### config.mk
export PLATFORM = sky130hd
export DESIGN_NAME = btn_event_ctrl_flat
export DESIGN_NICKNAME = d
export VERILOG_FILES = /design/src/rtl/btn_event_ctrl_pkg.sv /design/src/rtl/btn_event_ctrl_if.sv /design/src/rtl/btn_debounce_chan.sv /design/src/rtl/btn_event_ctrl.sv /design/src/flat_wrapper.sv
export SDC_FILE = /design/constraint.sdc
export NUM_CORES = 1
export LEC_CHECK = 0
export BUFFER_PORTS_ARGS = -buffer_cell sky130_fd_sc_hd__buf_2
export CAP_MARGIN = 25
export CORE_MARGIN = 2
export CORE_UTILIZATION = 56
export DETAILED_ROUTE_END_ITERATION = 6
export PLACE_DENSITY_LB_ADDON = 0.2
export SYNTH_ARGS = -nofsm -noshare
export SYNTH_HDL_FRONTEND = slang
export SYNTH_SLANG_ARGS = --single-unit
### constraint.sdc
create_clock -name clk -period 2.84 [get_ports clk]
set_input_delay 0.568 -clock clk [delete_from_list [all_inputs] [get_ports clk]]
set_output_delay 0.568 -clock clk [all_outputs]
set_load 0.005 [all_outputs]
### src/rtl/btn_event_ctrl_pkg.sv
// Shared types, event-kind constants and width helper for the button event controller.
package btn_pkg;

    // Per-channel press/hold/repeat state.
    typedef enum logic [1:0] {
        ST_IDLE   = 2'd0,
        ST_HOLD   = 2'd1,
        ST_REPEAT = 2'd2
    } chan_state_e;

    localparam logic EVT_PRESS  = 1'b0;
    localparam logic EVT_REPEAT = 1'b1;

    // Ceiling log2, never less than one bit so counters/ids stay legal for tiny values.
    function automatic int unsigned clog2(input int unsigned value);
        int unsigned width;
        width = 1;
        while ((64'd1 << width) < 64'(value)) width++;
        return width;
    endfunction

endpackage

### src/rtl/btn_event_ctrl_if.sv
// Valid/ready event port: the controller drives id/kind, the consumer drives ready.
interface btn_event_ctrl_if #(
    parameter int unsigned ID_W = 3
);
    logic            evt_valid;
    logic [ID_W-1:0] evt_id;
    logic            evt_repeat;
    logic            evt_ready;

    modport master (output evt_valid, evt_id, evt_repeat, input evt_ready);
    modport slave  (input evt_valid, evt_id, evt_repeat, output evt_ready);
endinterface

### src/rtl/btn_debounce_chan.sv
// One button channel: 2-FF synchroniser, tick-based debounce and press/hold/repeat FSM.
// evt_set/evt_kind are combinational so the top can latch a pending event on the
// same edge that the debounced level or hold counter changes.
module btn_debounce_chan
    import btn_pkg::*;
#(
    parameter int unsigned STABLE_LEN   = 11,
    parameter int unsigned HOLD_TICKS   = 50,
    parameter int unsigned REPEAT_TICKS = 10
) (
    input  logic clk,
    input  logic rst,
    input  logic raw,
    input  logic sample_tick,
    input  logic repeat_en,
    output logic level,
    output logic evt_set,
    output logic evt_kind
);

    localparam int unsigned STAB_W   = clog2(STABLE_LEN);
    localparam int unsigned HOLD_MAX = (HOLD_TICKS > REPEAT_TICKS) ? HOLD_TICKS : REPEAT_TICKS;
    localparam int unsigned HOLD_W   = clog2(HOLD_MAX);

    localparam logic [STAB_W-1:0] STAB_LAST   = STAB_W'(STABLE_LEN - 1);
    localparam logic [HOLD_W-1:0] HOLD_LAST   = HOLD_W'(HOLD_TICKS - 1);
    localparam logic [HOLD_W-1:0] REPEAT_LAST = HOLD_W'(REPEAT_TICKS - 1);

    logic              sync1_q;
    logic              sync_q;
    logic              level_q;
    logic [STAB_W-1:0] stab_cnt_q;
    logic [HOLD_W-1:0] hold_cnt_q;
    chan_state_e       state_q;

    logic flip_c;
    logic rise_c;
    logic fall_c;

    assign level = level_q;

    // Decode level edges and the event request for the current tick.
    always_comb begin
        flip_c   = sample_tick && (sync_q != level_q) && (stab_cnt_q == STAB_LAST);
        rise_c   = flip_c && !level_q;
        fall_c   = flip_c && level_q;
        evt_set  = 1'b0;
        evt_kind = EVT_PRESS;
        if (rise_c && (state_q == ST_IDLE)) begin
            evt_set = 1'b1;
        end else if (sample_tick && repeat_en && !fall_c) begin
            if (((state_q == ST_HOLD) && (hold_cnt_q == HOLD_LAST)) ||
                ((state_q == ST_REPEAT) && (hold_cnt_q == REPEAT_LAST))) begin
                evt_set  = 1'b1;
                evt_kind = EVT_REPEAT;
            end
        end
    end

    // Synchroniser, stability counter, channel FSM and hold counter.
    always_ff @(posedge clk or negedge rst) begin
        if (!rst) begin
            sync1_q    <= 1'b0;
            sync_q     <= 1'b0;
            level_q    <= 1'b0;
            stab_cnt_q <= '0;
            hold_cnt_q <= '0;
            state_q    <= ST_IDLE;
        end else begin
            sync1_q <= raw;
            sync_q  <= sync1_q;
            if (sample_tick) begin
                if (sync_q == level_q) begin
                    stab_cnt_q <= '0;
                end else if (stab_cnt_q == STAB_LAST) begin
                    level_q    <= ~level_q;
                    stab_cnt_q <= '0;
                end else begin
                    stab_cnt_q <= stab_cnt_q + STAB_W'(1);
                end

                if (fall_c) begin
                    state_q <= ST_IDLE;
                end else begin
                    case (state_q)
                        ST_IDLE: begin
                            if (rise_c) begin
                                hold_cnt_q <= '0;
                                state_q    <= ST_HOLD;
                            end
                        end
                        ST_HOLD: begin
                            if (repeat_en) begin
                                if (hold_cnt_q == HOLD_LAST) begin
                                    hold_cnt_q <= '0;
                                    state_q    <= ST_REPEAT;
                                end else begin
                                    hold_cnt_q <= hold_cnt_q + HOLD_W'(1);
                                end
                            end
                        end
                        ST_REPEAT: begin
                            if (repeat_en) begin
                                if (hold_cnt_q == REPEAT_LAST) begin
                                    hold_cnt_q <= '0;
                                end else begin
                                    hold_cnt_q <= hold_cnt_q + HOLD_W'(1);
                                end
                            end
                        end
                        default: state_q <= ST_IDLE;
                    endcase
                end
            end
        end
    end

endmodule

### src/rtl/btn_event_ctrl.sv
// Front-panel button controller: shared sample prescaler, NUM_BTN debounce channels,
// pending-event registers with overrun tracking, fixed-priority arbiter and output slot.
module btn_event_ctrl
    import btn_pkg::*;
#(
    parameter int unsigned NUM_BTN      = 5,
    parameter int unsigned SAMPLE_DIV   = 100000,
    parameter int unsigned STABLE_LEN   = 11,
    parameter int unsigned HOLD_TICKS   = 50,
    parameter int unsigned REPEAT_TICKS = 10
) (
    input  logic                 clk,
    input  logic                 rst,
    input  logic [NUM_BTN-1:0]   btn_raw,
    input  logic                 repeat_en,
    output logic [NUM_BTN-1:0]   btn_level,
    output logic                 sample_tick,
    btn_event_ctrl_if.master     evt_if,
    output logic [NUM_BTN-1:0]   overrun,
    input  logic                 ovr_clr
);

    localparam int unsigned ID_W  = clog2(NUM_BTN);
    localparam int unsigned DIV_W = clog2(SAMPLE_DIV);
    localparam logic [DIV_W-1:0] DIV_LAST = DIV_W'(SAMPLE_DIV - 1);

    logic [DIV_W-1:0]   div_cnt_q, div_cnt_d;
    logic [NUM_BTN-1:0] pend_q, pend_d;
    logic [NUM_BTN-1:0] kind_q, kind_d;
    logic [NUM_BTN-1:0] overrun_q, overrun_d;
    logic               valid_q, valid_d;
    logic [ID_W-1:0]    id_q, id_d;
    logic               rep_q, rep_d;

    logic [NUM_BTN-1:0] set_c;
    logic [NUM_BTN-1:0] evt_kind_c;
    logic [NUM_BTN-1:0] grant_c;
    logic [NUM_BTN-1:0] keep_c;
    logic [ID_W-1:0]    grant_id_c;
    logic               slot_free_c;
    logic               capture_c;

    assign sample_tick       = (div_cnt_q == DIV_LAST);
    assign overrun           = overrun_q;
    assign evt_if.evt_valid  = valid_q;
    assign evt_if.evt_id     = id_q;
    assign evt_if.evt_repeat = rep_q;

    // One debounce/repeat channel per button.
    for (genvar g = 0; g < int'(NUM_BTN); g++) begin : g_chan
        btn_debounce_chan #(
            .STABLE_LEN  (STABLE_LEN),
            .HOLD_TICKS  (HOLD_TICKS),
            .REPEAT_TICKS(REPEAT_TICKS)
        ) u_chan (
            .clk        (clk),
            .rst        (rst),
            .raw        (btn_raw[g]),
            .sample_tick(sample_tick),
            .repeat_en  (repeat_en),
            .level      (btn_level[g]),
            .evt_set    (set_c[g]),
            .evt_kind   (evt_kind_c[g])
        );
    end

    // Prescaler, lowest-index arbitration, pending/overrun update and output slot.
    always_comb begin
        div_cnt_d = (div_cnt_q == DIV_LAST) ? '0 : div_cnt_q + DIV_W'(1);

        slot_free_c = !valid_q || evt_if.evt_ready;
        capture_c   = slot_free_c && (|pend_q);
        grant_id_c  = '0;
        for (int i = int'(NUM_BTN) - 1; i >= 0; i--) begin
            if (pend_q[i]) grant_id_c = ID_W'(i);
        end
        grant_c = capture_c ? (NUM_BTN'(1) << grant_id_c) : '0;

        // A bit still occupied after this edge's capture cannot accept a new event.
        keep_c    = pend_q & ~grant_c;
        pend_d    = keep_c | set_c;
        kind_d    = (kind_q & ~(set_c & ~keep_c)) | (evt_kind_c & set_c & ~keep_c);
        overrun_d = (ovr_clr ? '0 : overrun_q) | (set_c & keep_c);

        valid_d = valid_q;
        id_d    = id_q;
        rep_d   = rep_q;
        if (slot_free_c) begin
            valid_d = |pend_q;
            if (capture_c) begin
                id_d  = grant_id_c;
                rep_d = |(kind_q & grant_c);
            end
        end
    end

    // State registers for the shared logic.
    always_ff @(posedge clk or negedge rst) begin
        if (!rst) begin
            div_cnt_q <= '0;
            pend_q    <= '0;
            kind_q    <= '0;
            overrun_q <= '0;
            valid_q   <= 1'b0;
            id_q      <= '0;
            rep_q     <= 1'b0;
        end else begin
            div_cnt_q <= div_cnt_d;
            pend_q    <= pend_d;
            kind_q    <= kind_d;
            overrun_q <= overrun_d;
            valid_q   <= valid_d;
            id_q      <= id_d;
            rep_q     <= rep_d;
        end
    end

endmodule

### src/flat_wrapper.sv
// flat-port wrapper written by rule: the top's interface ports become plain ports
module btn_event_ctrl_flat import btn_pkg::*;
#(
    parameter int unsigned NUM_BTN      = 5,
    parameter int unsigned SAMPLE_DIV   = 100000,
    parameter int unsigned STABLE_LEN   = 11,
    parameter int unsigned HOLD_TICKS   = 50,
    parameter int unsigned REPEAT_TICKS = 10
)
  (clk, rst, btn_raw, repeat_en, btn_level, sample_tick, overrun, ovr_clr, evt_if_evt_valid, evt_if_evt_id, evt_if_evt_repeat, evt_if_evt_ready);
  btn_event_ctrl_if evt_if_i ();
  input  logic clk;
  input  logic rst;
  input  logic [NUM_BTN-1:0] btn_raw;
  input  logic repeat_en;
  output logic [NUM_BTN-1:0] btn_level;
  output logic sample_tick;
  output logic [NUM_BTN-1:0] overrun;
  input  logic ovr_clr;
  output wire logic [$bits(evt_if_i.evt_valid)-1:0] evt_if_evt_valid;
  output wire logic [$bits(evt_if_i.evt_id)-1:0] evt_if_evt_id;
  output wire logic [$bits(evt_if_i.evt_repeat)-1:0] evt_if_evt_repeat;
  input wire logic [$bits(evt_if_i.evt_ready)-1:0] evt_if_evt_ready;
  assign evt_if_evt_valid = evt_if_i.evt_valid;
  assign evt_if_evt_id = evt_if_i.evt_id;
  assign evt_if_evt_repeat = evt_if_i.evt_repeat;
  assign evt_if_i.evt_ready = evt_if_evt_ready;
  btn_event_ctrl #(.NUM_BTN(NUM_BTN), .SAMPLE_DIV(SAMPLE_DIV), .STABLE_LEN(STABLE_LEN), .HOLD_TICKS(HOLD_TICKS), .REPEAT_TICKS(REPEAT_TICKS)) u_core (.clk(clk), .rst(rst), .btn_raw(btn_raw), .repeat_en(repeat_en), .btn_level(btn_level), .sample_tick(sample_tick), .evt_if(evt_if_i), .overrun(overrun), .ovr_clr(ovr_clr));
endmodule
# ---- After elaboration in Yosys (flattened, before gate mapping)
# Cells that the tools add are included.
# W data, S select, Z words.
dict set report word_totals {
  ff_bits 112
  input_bits 10
  out_inout_bits 16
  wordCells 328
}
dict set report op_classes {
  addsub 11
  eq_ne 71
  shift 1
  muxes 93
  bitwise_logic 28
  reduce_logical 87
}
# cell n
set ops {}
lappend ops {{$mux W6} 25}
lappend ops {{$pmux W6 S3} 5}
lappend ops {{$logic_and A1 B1 Y1} 42}
lappend ops {{$mux W2} 20}
lappend ops {{$mux W4} 10}
lappend ops {{$ne A2 B2 Y1 const B} 20}
lappend ops {{$and A5 B5 Y5} 7}
lappend ops {{$add A6 B1 Y6 const B} 5}
lappend ops {{$eq A6 B4 Y1 const B} 5}
lappend ops {{$eq A6 B6 Y1 const B} 5}
lappend ops {{$ne A3 B3 Y1 const B} 10}
lappend ops {{$pmux W2 S3} 5}
lappend ops {{$reduce_and A6 Y1} 5}
lappend ops {{$reduce_and A5 Y1} 5}
lappend ops {{$add A4 B1 Y4 const B} 5}
lappend ops {{$eq A4 B4 Y1 const B} 5}
lappend ops {{$mux W1} 20}
lappend ops {{$add A17 B1 Y17 const B} 1}
lappend ops {{$eq A17 B17 Y1 const B} 1}
lappend ops {{$mux W17} 1}
lappend ops {{$mux W3} 5}
lappend ops {{$ne A3 B2 Y1 const B} 5}
lappend ops {{$not A1 Y1} 15}
lappend ops {{$not A5 Y5} 3}
lappend ops {{other kinds (14)} 61}

# ---- Depth between registers and ports, before layout
# Gate-level depths: netlist of the first run.
dict set report depth {
  depth_word 14
  ltp_mapped 10
  depth_no_buf 7
}

# ---- By module
# Synthesis of the first run repeated with hierarchy kept, for this count alone.
dict set report unflattened {
  hier_cells 644
  hier_area_um2 6434.9
}
# mod instances cells_per_inst area_each_um2
set modules_own_cells {}
lappend modules_own_cells {{btn_debounce_chan at u_core.g_chan[0].u_chan ...} 4 97 954.7}
lappend modules_own_cells {btn_event_ctrl 1 158 1657.8}
lappend modules_own_cells {{btn_debounce_chan at u_core.g_chan[2].u_chan} 1 98 958.4}

# ---- Least setup slack after synthesis of the first run
# Ideal clock, no wire load.
dict set report synth_timing {
  path_type {register to output}
  startpoint {register u_core.div_cnt_q[12]}
  endpoint {output sample_tick}
  t_arrival_ps 2140
  required_ps 2272
  path_slack_ps 132
  stages_incl_launch_ff 7
  n_path_buf 3
  path_cell_list {dfrtp_1 or4b_1 or4_4 buf_6 inv_1 clkbuf_1 clkbuf_1}
}
dict set report synth_via {
  elab_chain_cells 1
}
# element line_no
set synth_rtl {}
lappend synth_rtl {{from (decl)} btn_event_ctrl.sv:27} ;# logic [DIV_W-1:0] div_cnt_q, div_cnt_d;
lappend synth_rtl {{from (signal assigned)} btn_event_ctrl.sv:108} ;# div_cnt_q <= div_cnt_d;
lappend synth_rtl {{$eq A17 B17 Y1} btn_event_ctrl.sv:43} ;# assign sample_tick = (div_cnt_q == DIV_LAST);
lappend synth_rtl {{to (decl)} flat_wrapper.sv:17} ;# output logic sample_tick;
# No other way between the ends.

# ---- Worst setup path after layout of the first run
dict set report layout_timing {
  startpoint {register u_core.div_cnt_q[12]}
  endpoint {register u_core.g_chan[1].u_chan.hold_cnt_q[3]}
}
dict set report layout_via {
  elab_chain_cells 6
  word_cells_on_any_way 8
  cone_classes {2 x eq/ne; 1 x bitwise; 5 x reduce/logical}
}
# element line_no
set layout_rtl {}
lappend layout_rtl {{$eq A17 B17 Y1 *} btn_event_ctrl.sv:43}
lappend layout_rtl {{$logic_and A1 B1 Y1 (2 in a row)} btn_debounce_chan.sv:44} ;# flip_c = sample_tick && (sync_q != level_q) && (stab_cnt_q == STAB_LAST);
lappend layout_rtl {{$logic_and A1 B1 Y1 (on tied branches)} {btn_debounce_chan.sv:45, btn_debounce_chan.sv:46}}
lappend layout_rtl {{$ne A2 B2 Y1 (no line) or $not A1 Y1 (tied branches)} --}
lappend layout_rtl {{$reduce_and A6 Y1 (no line) *} --}
lappend layout_rtl {{to (signal assigned)} btn_debounce_chan.sv:98} ;# hold_cnt_q <= hold_cnt_q + HOLD_W'(1);
lappend layout_rtl {{to (signal assigned)} btn_debounce_chan.sv:107} ;# hold_cnt_q <= hold_cnt_q + HOLD_W'(1);
lappend layout_rtl {{to (decl)} btn_debounce_chan.sv:33} ;# logic [HOLD_W-1:0] hold_cnt_q;
# Every way passes the cells marked *; elsewhere a longest branch is shown, timed or not.
# A chain may end at the register's enable or synchronous reset.

==> reports/summary.txt, run 1 <==
Mapped Cells -> 683
DRT iter0 DRCs -> 311
Dpl ws -> 91.9 ps
First-pass GRT wire length -> 23,400 µm
Register area share after synthesis -> 0.434
Logic pwr share -> 0.021
Clock Power Share -> 0.449
Most frequent cells in the layout -> dfrtp_1, o21ai_0, nand2_1, ha_1, nor2_1
Global Route Usage Sum -> 0.226
Detail Route Antenna Nets -> 0
Period utilization -> 0.966
Remaining Overflow, GRT -> 0
Share of post-route cells with drive strength above 1 -> 0.102
Hold Vio Cnt, Final -> 0
DRC -> 0
Highest Clock Rate -> 364 MHz
Worst r2r src -> u_core.div_cnt_q[12]$_DFF_PN0_
Initial Util -> 0.571
Worst Clk Skew -> 6.81 ps
Max Transition Viols Final -> 0
Die Wd -> 111 µm
Top Metal Used -> met4
Synth warn -> 0
Yosys cell types -> 61
Max Cap Viol -> 0
DR WL met3 -> 449 µm
Register-to-Register Path Depth -> 5
Worst-skew pair later-pin latency -> 350 ps
Reg power frac -> 0.530
Final setup violation count -> 0
Port bufs -> 25
Die height -> 111 µm
Final HPWL DP -> 9620 µm
Tmin final -> 2740 ps
Vias/cell -> 6.02
Setup TNS -> 0 ps
Hold Crit Class -> in -> async
Synth top area cells -> dfrtp_1, ha_1, o21ai_0, nand2_1, nand2b_1
Final GP Congestion -> 0.858
Reg2reg setup slack -> 100 ps
H-tree levels -> 3
Routed length per placed instance -> 15.6 µm
Root Buffer -> clkbuf_16
Num CTS Buffers -> 9
Initial antenna violation count -> 0
Leakage -> 0.00319 µW
Post-synth EDFFs -> 0
Cell internal pwr -> 2420 µW
Clock sinks -> 112
Layout Nets -> 778
TritonRoute pass-1 iters -> 5
Unrepaired setup endpoints after global routing -> false
Arrival @ worst endpoint -> 3000 ps
FFs w/ async S/R, synth -> 1.00
Vias post-DR -> 5,239
Critical path class -> reg -> reg
CTS tree -> built
Startpoint type of the worst setup path -> flop
Peak supply drop -> 0.000608 V
Switching Share -> 0.203
Antenna Cells -> 0
Core Area -> 11,300 µm²
Least-Margin Pin Slew -> 916 ps
Worst path required time -> 3100 ps
CTS clock-pin slew for the worst setup and hold paths -> 70 ps
CP Max Fanout -> 9
Top_reg_cell synth -> dfrtp_1
Mapped Avg Cell Area -> 9.46 µm²
Syn nets -> 739
Status -> completed
Cell row count -> 39
Mapped cell area -> 6460 µm²
Number of global-route vias before repair -> 5,017
Slew headroom -> 0.382
Net Switching -> 615 µW
Setup crit end kind -> flop
Syn-to-layout area delta -> 10.9%
Die Area -> 12,400 µm²
Post-Route M1 WL -> 6420 µm
Setup WS post-layout -> 95.2 ps
CTS max path bufs -> 2
Reg2reg end -> u_core.g_chan[1].u_chan.hold_cnt_q[3]$_DFFE_PN0P_
Yosys reg bits -> 112
Power per cell area -> 423 nW/µm²
Synth top area share -> 0.434
Top cell type by total area after synthesis -> dfrtp_1
Routed wl met2 -> 6620 µm
Cts hold-fix bufs -> 0
Commonest non-fill, non-tap cell in the layout -> dfrtp_1
Wirelength, routed -> 13,600 µm
Pin count of the biggest net entering global routing -> 54
Io pins -> 26
cells by family after synthesis:
logic type / synth area share
DFF: 0.434
adders and majority gates: 0.0891
muxes: 0.00833
AOI/OAI and AO/OA: 0.173
and+or+nand+nor: 0.228
buffers and inverters: 0.0339
xor gates and xnor gates: 0.0339
metal layers:
layer	vias up	track usage
li1	2547	-
met1	2604	0.301
met2	79	0.382
met3	9	0.0533
met4	0	0.0502
met5	-	0
cells in the mapped netlist (4+ instances only):
master	n
dfrtp_1	112
o21ai_0	74
nand2_1	73
ha_1	46
nor2_1	42
inv_1	34
nand3_1	34
a21oi_1	33
nand2b_1	28
o31ai_1	17
xor2_1	14
nand3b_1	11
xnor2_1	11
clkbuf_1	10
and3_1	9
nand4b_1	8
o22ai_1	7
a211oi_1	6
a21boi_0	6
a21o_1	5
and4b_1	5
buf_4	5
nor3_1	5
nor3b_1	5
nor4_1	5
or4bb_1	5
a31oi_1	4
nand4_1	4
o21bai_1	4
o32ai_1	4
o41ai_1	4
or4b_1	4
worst max-delay path by stage:
stage | from | end | depth (start not counted)
2_1_floorplan | u_core.div_cnt_q[12]$_DFF_PN0_ | sample_tick | 6
3_3_place_gp | u_core.div_cnt_q[12]$_DFF_PN0_ | u_core.g_chan[0].u_chan.hold_cnt_q[3]$_DFFE_PN0P_ | 5
3_5_place_dp | u_core.div_cnt_q[12]$_DFF_PN0_ | u_core.g_chan[0].u_chan.hold_cnt_q[3]$_DFFE_PN0P_ | 5
4_1_cts | u_core.div_cnt_q[12]$_DFF_PN0_ | u_core.g_chan[0].u_chan.hold_cnt_q[3]$_DFFE_PN0P_ | 5
5_1_grt | u_core.div_cnt_q[1]$_DFF_PN0_ | u_core.g_chan[0].u_chan.hold_cnt_q[3]$_DFFE_PN0P_ | 6
6_report | u_core.div_cnt_q[12]$_DFF_PN0_ | u_core.g_chan[1].u_chan.hold_cnt_q[3]$_DFFE_PN0P_ | 5
final cells by class:
cell class | count | area [µm²]
clock buffer | 13 | 250
clock inverter | 3 | 65.1
fill | 918 | 4160
inverter | 34 | 128
multi-input combinational | 521 | 3460
sequential | 112 | 2800
tap | 143 | 179
timing repair buffer | 44 | 283
state kept, by name, summed over array words and instances (netlist names):
name and flops:
u_core.g_chan.u_chan.sync_q 5, u_core.g_chan.u_chan.hold_cnt_q 30, u_core.kind_q 5, u_core.g_chan.u_chan.state_q 10
u_core.evt_if.evt_valid 1, u_core.g_chan.u_chan.sync1_q 5, u_core.evt_if.evt_repeat 1, u_core.pend_q 5
u_core.evt_if.evt_id 3, u_core.div_cnt_q 17, u_core.overrun 5, u_core.g_chan.u_chan.stab_cnt_q 20
u_core.g_chan.u_chan.level 5
through the flow:
| stage | instances | util | area (µm²) | hold slack, ps | total power (µW) |
|---|---|---|---|---|---|
| finish | 870 | 0.633 | 7160 | 175 | 3030 |
| global route | 870 | 0.633 | 7160 | 196 | 3130 |
| CTS | 868 | 0.630 | 7140 | 175 | 3070 |
| detailed placement | 852 | 0.603 | 6820 | 336 | 1700 |
| global placement | 852 | 0.603 | 6820 | 333 | 1700 |
| floorplan | 683 | - | 6460 | 272 | 1650 |
repair_timing:
| action | 4_1_cts | 5_1_grt |
|---|---|---|
| setup endpoints to repair | 0 | 6 |
| resized for setup | 0 | 3 |
| buffers inserted | 0 | 1 |
worst max-delay path, stage by stage (launching register included):
cell     delay, ps
dfrtp_1        390
or4b_4         560
or4_4          530
or4b_1         700
a21o_1         250
o31ai_1        220
power groups by stage:
stage               combinational (µW)  sequential (µW)  clock, µW
finish                            62.7             1610       1360
global route                      72.5             1610       1450
CTS                               65.4             1610       1400
global placement                  63.2             1640          0
detailed placement                65.2             1640          0
floorplan                         14.9             1640          0
Note: power is estimated with default switching activity, not from simulation.
==> run 2: changes to the inputs <==
--- a/config.mk
+++ b/config.mk
@@ -8,8 +8,9 @@
 export BUFFER_PORTS_ARGS = -buffer_cell sky130_fd_sc_hd__buf_2
 export CAP_MARGIN = 25
 export CORE_MARGIN = 2
-export CORE_UTILIZATION = 56
+export CORE_UTILIZATION = 55
 export DETAILED_ROUTE_END_ITERATION = 6
+export MAX_ROUTING_LAYER = met4
 export PLACE_DENSITY_LB_ADDON = 0.2
 export SYNTH_ARGS = -nofsm -noshare
 export SYNTH_HDL_FRONTEND = slang
==> reports/summary.txt, run 2 (same netlist as run 1, synthesis figures left out) <==
Status -> completed (unchanged)
Tmin final -> 2780 ps (was 2740 ps)
Worst path required time -> 2270 ps (was 3100 ps)
Io pins -> 26 (unchanged)
Max Transition Viols Final -> 0 (unchanged)
Period utilization -> 0.980 (was 0.966)
Slew headroom -> 0.282 (was 0.382)
Die Wd -> 112 µm (was 111 µm)
TritonRoute pass-1 iters -> 5 (unchanged)
Die height -> 112 µm (was 111 µm)
Final HPWL DP -> 9320 µm (was 9620 µm)
Unrepaired setup endpoints after global routing -> true (was false)
Antenna Cells -> 0 (unchanged)
Pin count of the biggest net entering global routing -> 54 (unchanged)
Worst hold slack -> 246 ps (was 175 ps)
Least-Margin Pin Slew -> 1060 ps (was 916 ps)
Vias/cell -> 5.98 (was 6.02)
Wirelength, routed -> 13,300 µm (was 13,600 µm)
Cell row count -> 39 (unchanged)
Max reg flops -> 30 (unchanged)
CP Max Fanout -> 9 (unchanged)
Number of global-route vias before repair -> 5,083 (was 5,017)
Critical path class -> reg -> out (was reg -> reg)
Syn-to-layout area delta -> 11.2% (was 10.9%)
Switching Share -> 0.214 (was 0.203)
Worst Path Buf+Inv -> 2 (was 0)
Setup crit end kind -> primary output (was flop)
Final instance area -> 7180 µm² (was 7160 µm²)
Dpl ws -> 114 ps (was 91.9 ps)
Initial antenna violation count -> 0 (unchanged)
Initial Util -> 0.566 (was 0.571)
Power per cell area -> 413 nW/µm² (was 423 nW/µm²)
Leakage -> 0.00318 µW (was 0.00319 µW)
Cell internal pwr -> 2330 µW (was 2420 µW)
CTS tree -> built (unchanged)
Vias post-DR -> 5,207 (was 5,239)
Reg2reg setup slack -> 70 ps (was 100 ps)
Share of post-route cells with drive strength above 1 -> 0.109 (was 0.102)
Critical path depth in cells -> 4 (was 5)
First-pass GRT wire length -> 23,100 µm (was 23,400 µm)
Worst Clk Skew -> 7.48 ps (was 6.81 ps)
Cell Chain, Critical Path -> or4b_1 -> or4_4 -> clkinvlp_4 -> buf_2 (was or4b_4 -> or4_4 -> or4b_1 -> a21o_1 -> o31ai_1)
Logic pwr share -> 0.022 (was 0.021)
Commonest non-fill, non-tap cell in the layout -> dfrtp_1 (unchanged)
Routed length per placed instance -> 15.3 µm (was 15.6 µm)
Most frequent cells in the layout -> dfrtp_1, nand2_1, o21ai_0, ha_1, nor2_1 (was dfrtp_1, o21ai_0, nand2_1, ha_1, nor2_1)
Clock sinks -> 112 (unchanged)
Hold Vio Cnt, Final -> 0 (unchanged)
Final setup violation count -> 0 (unchanged)
Remaining Overflow, GRT -> 0 (unchanged)
Biggest regs -> u_core.g_chan.u_chan.hold_cnt_q x30, u_core.g_chan.u_chan.stab_cnt_q x20, u_core.div_cnt_q x17 (unchanged)
Hold Crit Class -> in -> async (unchanged)
H-tree levels -> 3 (unchanged)
Max Cap Viol -> 0 (unchanged)
Net Switching -> 634 µW (was 615 µW)
Root Buffer -> clkbuf_16 (unchanged)
Layout Nets -> 779 (was 778)
Port bufs -> 25 (unchanged)
Register-to-Register Path Depth -> 7 (was 5)
CTS clock-pin slew for the worst setup and hold paths -> 70 ps (about the same)
Worst-skew pair later-pin latency -> 360 ps (was 350 ps)
CP top delay family -> simple AND/OR/NAND/NOR gates (unchanged)
Final GP Congestion -> 0.866 (was 0.858)
DRC -> 0 (unchanged)
Clock Power Share -> 0.436 (was 0.449)
Slowest-stage cell, CP -> or4b_1 (unchanged)
Slowest stage delay, CP -> 570 ps (was 700 ps)
Cts hold-fix bufs -> 0 (unchanged)
Reg with most FFs -> u_core.g_chan.u_chan.hold_cnt_q (unchanged)
CTS max path bufs -> 2 (unchanged)
Detail Route Antenna Nets -> 0 (unchanged)
Core Area -> 11,400 µm² (was 11,300 µm²)
Num CTS Buffers -> 9 (unchanged)
Die Area -> 12,600 µm² (was 12,400 µm²)
Arrival @ worst endpoint -> 2220 ps (was 3000 ps)
Highest Clock Rate -> 359 MHz (was 364 MHz)
Peak supply drop -> 0.000603 V (was 0.000608 V)
Global Route Usage Sum -> 0.228 (was 0.226)
Setup WS post-layout -> 56.8 ps (was 95.2 ps)
Startpoint type of the worst setup path -> flop (unchanged)
DP Area -> 6830 µm² (was 6820 µm²)
Reg power frac -> 0.542 (was 0.530)
DRT iter0 DRCs -> 398 (was 311)
[run 2: cell types whose count changed in the layout (fill, tap and decap cells not counted), sizes merged]
cell      before  now
buf           44   45
bufinv         2    1
clkbuf        13   12
clkinv         1    2
clkinvlp       0    1
[run 2: cell type report]
cell class                      instances  area [µm²]
Tap cell                              143         179
Timing Repair Buffer                   45         303
Multi-Input combinational cell        521        3470
Fill cell                             954        4240
Sequential cell                       112        2800
Inverter                               34         131
Clock inverter                          4        52.6
Clock buffer                           12         246
[run 2: layer usage]
layer,vias to the layer above,share of wire,track usage
met3,18,0.036,0.0556
met2,82,0.48,0.370
met4,0,0.013,0.0593
met5,-,0,-
li1,2549,-,-
met1,2558,0.47,0.290
[run 2: path summary, 6_finish.rpt]
check / endpoint / start
setup / recovery: sample_tick / u_core.div_cnt_q[14]$_DFF_PN0_
hold / removal: u_core.g_chan[4].u_chan.hold_cnt_q[3]$_DFFE_PN0P_ / rst
setup reg to reg: u_core.g_chan[2].u_chan.hold_cnt_q[2]$_DFFE_PN0P_ / u_core.div_cnt_q[14]$_DFF_PN0_
hold reg to reg: u_core.g_chan[1].u_chan.sync_q$_DFF_PN0_ / u_core.g_chan[1].u_chan.sync1_q$_DFF_PN0_
max in group asynchronous: u_core.g_chan[3].u_chan.stab_cnt_q[1]$_DFFE_PN0N_ / rst
min in group clk: u_core.g_chan[4].u_chan.sync1_q$_DFF_PN0_ / btn_raw[4]
[run 2: per-stage QoR]
step | instances | util | power (µW) | TNS, ps
2_1_floorplan | 683 | - | 1650 | 0
3_3_place_gp | 851 | 0.598 | 1710 | 0
3_5_place_dp | 851 | 0.598 | 1710 | 0
4_1_cts | 867 | 0.624 | 3000 | 0
5_1_grt | 871 | 0.629 | 3080 | -120
6_report | 871 | 0.629 | 2970 | 0
[run 2: repair_timing]
| action | 4_1_cts | 5_1_grt |
|---|---|---|
| setup endpoints to repair | 1 | 9 |
| cloned | 0 | 1 |
| setup buffers | 0 | 3 |
| gates resized for setup | 1 | 7 |
[run 2: power by group through the flow]
stage,clock network (µW),registers [µW],logic (µW)
after floorplan,0,1640,14.9
after global placement,0,1640,66.6
after detailed placement,0,1640,67.5
after CTS,1330,1610,67.8
after global routing,1390,1610,76.1
final,1290,1610,65.0
